[src/rtl/imm_decode_stage.sv]
// rtl/imm_decode_stage.sv - decode-stage immediate select sequencer with skid-buffered output register
module imm_decode_stage #(
  parameter int XLEN = 32
) (
  input  logic            clk,
  input  logic            rst_n,
  input  logic            in_valid,
  output logic            in_ready,
  input  logic [XLEN-1:0] in_inst,
  input  logic [XLEN-1:0] in_pc,
  output logic [2:0]      imm_sel_o,
  input  logic [XLEN-1:0] imm_ext_i,
  input  logic            flush,
  output logic            out_valid,
  input  logic            out_ready,
  output logic [XLEN-1:0] out_inst,
  output logic [XLEN-1:0] out_pc,
  output logic [XLEN-1:0] out_imm,
  output logic [2:0]      out_imm_sel,
  output logic            out_has_imm,
  output logic            out_illegal
);

  localparam logic [2:0] SEL_U     = 3'b000;
  localparam logic [2:0] SEL_J     = 3'b001;
  localparam logic [2:0] SEL_I     = 3'b010;
  localparam logic [2:0] SEL_B     = 3'b011;
  localparam logic [2:0] SEL_S     = 3'b100;
  localparam logic [2:0] SEL_SHAMT = 3'b101;

  localparam logic [6:0] OPC_LUI    = 7'b0110111;
  localparam logic [6:0] OPC_AUIPC  = 7'b0010111;
  localparam logic [6:0] OPC_JAL    = 7'b1101111;
  localparam logic [6:0] OPC_JALR   = 7'b1100111;
  localparam logic [6:0] OPC_LOAD   = 7'b0000011;
  localparam logic [6:0] OPC_FENCE  = 7'b0001111;
  localparam logic [6:0] OPC_SYSTEM = 7'b1110011;
  localparam logic [6:0] OPC_OPIMM  = 7'b0010011;
  localparam logic [6:0] OPC_BRANCH = 7'b1100011;
  localparam logic [6:0] OPC_STORE  = 7'b0100011;
  localparam logic [6:0] OPC_OP     = 7'b0110011;

  typedef struct packed {
    logic            valid;
    logic [XLEN-1:0] inst;
    logic [XLEN-1:0] pc;
    logic [XLEN-1:0] imm;
    logic [2:0]      sel;
    logic            has_imm;
    logic            illegal;
  } entry_t;

  entry_t     o_q;
  entry_t     s_q;
  entry_t     in_e;
  logic [2:0] dec_sel;
  logic       dec_has_imm;
  logic       dec_illegal;
  logic       accept;
  logic       o_free;

  // Classify the incoming instruction format from opcode and funct3
  always_comb begin
    dec_sel     = SEL_U;
    dec_has_imm = 1'b1;
    dec_illegal = 1'b0;
    case (in_inst[6:0])
      OPC_LUI, OPC_AUIPC: dec_sel = SEL_U;
      OPC_JAL:            dec_sel = SEL_J;
      OPC_JALR, OPC_LOAD, OPC_FENCE, OPC_SYSTEM: dec_sel = SEL_I;
      OPC_OPIMM: begin
        if (in_inst[14:12] == 3'b001 || in_inst[14:12] == 3'b101) dec_sel = SEL_SHAMT;
        else                                                       dec_sel = SEL_I;
      end
      OPC_BRANCH: dec_sel = SEL_B;
      OPC_STORE:  dec_sel = SEL_S;
      OPC_OP: begin
        dec_sel     = SEL_I;
        dec_has_imm = 1'b0;
      end
      default: begin
        dec_sel     = SEL_U;
        dec_has_imm = 1'b0;
        dec_illegal = 1'b1;
      end
    endcase
  end

  assign imm_sel_o = dec_sel;

  // Assemble the entry captured on accept; instructions without an immediate carry zero
  always_comb begin
    in_e         = '0;
    in_e.valid   = 1'b1;
    in_e.inst    = in_inst;
    in_e.pc      = in_pc;
    in_e.imm     = dec_has_imm ? imm_ext_i : '0;
    in_e.sel     = dec_sel;
    in_e.has_imm = dec_has_imm;
    in_e.illegal = dec_illegal;
  end

  assign in_ready = !s_q.valid;
  assign accept   = in_valid && in_ready;
  assign o_free   = !o_q.valid || out_ready;

  // Output register plus one-entry skid; skid drains into output before new input is taken
  always_ff @(posedge clk) begin
    if (!rst_n) begin
      o_q <= '0;
      s_q <= '0;
    end else if (flush) begin
      o_q.valid <= 1'b0;
      s_q.valid <= 1'b0;
    end else if (o_free) begin
      if (s_q.valid) begin
        o_q       <= s_q;
        s_q.valid <= 1'b0;
      end else if (accept) begin
        o_q <= in_e;
      end else begin
        o_q.valid <= 1'b0;
      end
    end else if (accept) begin
      s_q <= in_e;
    end
  end

  assign out_valid   = o_q.valid;
  assign out_inst    = o_q.inst;
  assign out_pc      = o_q.pc;
  assign out_imm     = o_q.imm;
  assign out_imm_sel = o_q.sel;
  assign out_has_imm = o_q.has_imm;
  assign out_illegal = o_q.illegal;

endmodule

[config.mk]
export PLATFORM = sky130hd
export DESIGN_NAME = imm_decode_stage
export DESIGN_NICKNAME = d
export VERILOG_FILES = /design/src/rtl/imm_decode_stage.sv
export SDC_FILE = /design/constraint.sdc
export NUM_CORES = 1
export LEC_CHECK = 0
export ABC_AREA = 1
export CAP_MARGIN = 20
export CORE_ASPECT_RATIO = 2
export CORE_UTILIZATION = 53
export CTS_BUF_LIST = sky130_fd_sc_hd__clkbuf_4 sky130_fd_sc_hd__clkbuf_8 sky130_fd_sc_hd__clkbuf_16
export DETAILED_ROUTE_END_ITERATION = 10
export PLACE_DENSITY = 0.91
export SYNTH_ARGS = -nofsm -noshare
export SYNTH_HDL_FRONTEND = slang
export SYNTH_SLANG_ARGS = --single-unit
[constraint.sdc]
create_clock -name clk -period 2.6 [get_ports clk]
set_input_delay 0.26 -clock clk [delete_from_list [all_inputs] [get_ports clk]]
set_output_delay 0.26 -clock clk [all_outputs]
set_load 0.05 [all_outputs]
==> impl_metrics.csv <==
group,metric,value,unit
setup_path,crit_path_end_kind,"output port",
power_and_ir_drop,p_sw,1.96,mW
timing,finalSetupViolations,0,
route,drtPass1Iterations,7,
yosys,synth_common_cells,"dfxtp_1, o21ai_0, nand2_1",
job,drv_cap,0,
yosys,ys_seq_elements,204,
route,ant_nets,0,
route,met2_length,11600,microns
placement,place_area,10300,sq um
global_route,gr-total-overflow,0,
power_and_ir_drop,swShare,26.5,%
route,wl,22700,microns
floorplanning,io_pins,207,
global_route,grt_max_degree,132,
timing,final.min_clock_period,2.19,ns
power_and_ir_drop,pwr-share-seq,45.1,%
power_and_ir_drop,p_per_area,675,nW/um^2
placement,dp_hpwl,14200,microns
power_and_ir_drop,leakagePower,4.21,nW
yosys,ys_types,26,
yosys,yosys.area.top_type,"dfxtp_1",
floorplanning,die_h,178,microns
yosys,synth_edf_count,0,
yosys,async_flop_share,0,%
setup_path,worstPathArrival,1.93,ns
setup_path,start_kind,"primary input",
timing,skew,0.00550,ns
cells_and_area,nets,1309,
route,vias,8124,
placement,gp_congestion,0.808,
global_route,grt_pass1_vias,7907,
floorplanning,die_x,90.0,microns
floorplanning,initial_core_util,53.9,%
clock_network,cts_max_level,1,
yosys,synth_adder_area_share,0,%
timing,rsz0062_at_grt,"false",
power_and_ir_drop,p_int,5.42,mW
placement,place.port_buffers,206,
timing,hold_viol,0,
yosys,synth_warnings,0,
timing,drv_slew,0,
timing,worst_pin_slew,0.837,ns
clock_network,clk_path_buf_depth,3,
yosys,syn-num-nets,1165,
yosys,synth_compound_area_share,26.5,%
yosys,synthXorXnorAreaFrac,0,%
yosys,yosysTopAreaCellShare,49.8,%
yosys,synthMuxAreaShare,0,%
yosys,seq_area_frac_synth,49.8,%
yosys,syn_avg_cell_area,7.71,sq um
yosys,synth_top_flop_cell,"dfxtp_1",
global_route,antenna_found_initial,0,
clock_network,cts_resized,0,
cells_and_area,areaGrowthSynthToFinish,33.4,%
power_and_ir_drop,p_clk_share,39.1,%
route,wl_met3,1260,microns
route,wl_met1,8210,microns
yosys,synth_area_leaders,"dfxtp_1, o21ai_0, nand2_1",
yosys,synthCells,1064,
cells_and_area,utilization,71.9,%
setup_path,cp_data_required_time,2.34,ns
route,highest_layer,"met4",
placement,place_ws,0.444,ns
timing,fin_ws,0.405,ns
setup_path,worstPathMaxFanout,4,
route,drt_iter0_drc,590,
route,viasPerCell,5.73,
yosys,synth_top_family_by_area,"compound AO/OA/AOI/OAI gates",
timing,fmax,456,MHz
status,outcome,"completed",
power_and_ir_drop,p_comb_share,15.8,%
floorplanning,rows,64,
route,drc,0,
hold_path,hold_class,"primary input to flop",
clock_network,clk_pin_slew,0.07,ns
yosys,yosys.area_share.simple,16.1,%
floorplanning,dieArea,16000,sq um
global_route,gr-usage-all-layers,27.9,%
route,wl_per_cell,16.0,microns
clock_network,worstSkewPairLatency,0.47,ns
cells_and_area,fill_cells,1113,
power_and_ir_drop,ir_drop,0.510,mV
yosys,syn_area,8200,sq um
cells_and_area,drive_above_1_share,7.54,%
setup_path,criticalPathCategory,"primary input to output port",
clock_network,cts_hold_buf,0,
global_route,grt_pass1_wl,37000,microns
clock_network,cts-root-buf,"clkbuf_16",
floorplanning,core,15200,sq um
cells_and_area,final_cell_area,10900,sq um
timing,final.setup.tns,0,ns
yosys,yosys.cell_count.top_type,"dfxtp_1",
cells_and_area,diodes,0,
clock_network,cts_sinks,204,
timing,timing.final.crit_share,84.4,%
clock_network,cts_made_buffers,18,
timing,slew_headroom,44.2,%
clock_network,cts_tree,"done",
clock_network,cts_setup_buffers,0,
==> cell type report <==
cell class | count | area [sq um] | share of cell area, %
Clock buffer | 27 | 572 | 5.23
Clock inverter | 5 | 78.8 | 0.721
Inverter | 45 | 173 | 1.58
Multi-Input combinational cell | 719 | 3500 | 32.0
Sequential cell | 204 | 4090 | 37.4
Tap cell | 198 | 248 | 2.27
Timing Repair Buffer | 220 | 2280 | 20.8
==> path summary, 6_finish.rpt <==
kind                                  from            to  slack (ns)  cells past startpoint
worst min register to register     s_q[75]   out_inst[6]        0.48                      2
worst max register to register    s_q[101]     out_pc[4]        0.71                      5
worst max-delay path            in_inst[1]  imm_sel_o[2]        0.41                      6
worst min-delay path                 rst_n   out_imm[26]        0.34                      3
==> metal layers <==
layer | vias up | track usage, %
li1 | 3900 | -
met1 | 3776 | 30.3
met2 | 346 | 49.7
met3 | 102 | 3.68
met4 | 0 | 19.8
met5 | - | 0
==> critical path: stages <==
cell,delay (ns)
clkdlybuf4s50_1,0.51
nand2_1,0.15
inv_2,0.10
nand2_2,0.08
o21ai_0,0.61
buf_12,0.23
==> kinds of logic (layout without fill, tap and decap cells) <==
kind of cell,count (synthesis),in the layout
buf+inv,141,297
flops,204,204
compound gates,411,411
simple gates,308,308
==> placed cells by master (no fill, tap or decap), drive strengths merged <==
cell	n
o21ai	204
inv	45
nor2	83
nand3b	1
nand2	180
clkinv	3
a31oi	64
clkdlybuf4s50	201
clkbuf	27
nor3	2
nand3	40
buf	19
a21oi	142
dfxtp	204
bufinv	2
nand4	2
o31ai	1
==> power by group through the flow <==
stage	Clock (mW)	Combinational (mW)	Sequential, mW
after global routing	3.04	1.24	3.34
after CTS	2.93	1.17	3.32
after global placement	0	1.14	3.39
final	2.88	1.17	3.33
after detailed placement	0	1.16	3.39
after floorplan	0	0.327	3.75
==> through the flow <==
step           cells  hold WS, ns  power [mW]
3_5_place_dp    1386        0.467        4.55
4_1_cts         1418        0.349        7.42
2_1_floorplan   1064        0.366        4.08
6_report        1418        0.345        7.38
5_1_grt         1418        0.358        7.62
3_3_place_gp    1386        0.455        4.53
==> sequential cells by signal, summed over array words and instances, names as in the netlist <==
signal and flops:
out_imm 32, out_pc 32, out_illegal 1, out_imm_sel 3, s_q 102, out_inst 32, out_has_imm 1, out_valid 1
Power figures use the tool's default switching activity.
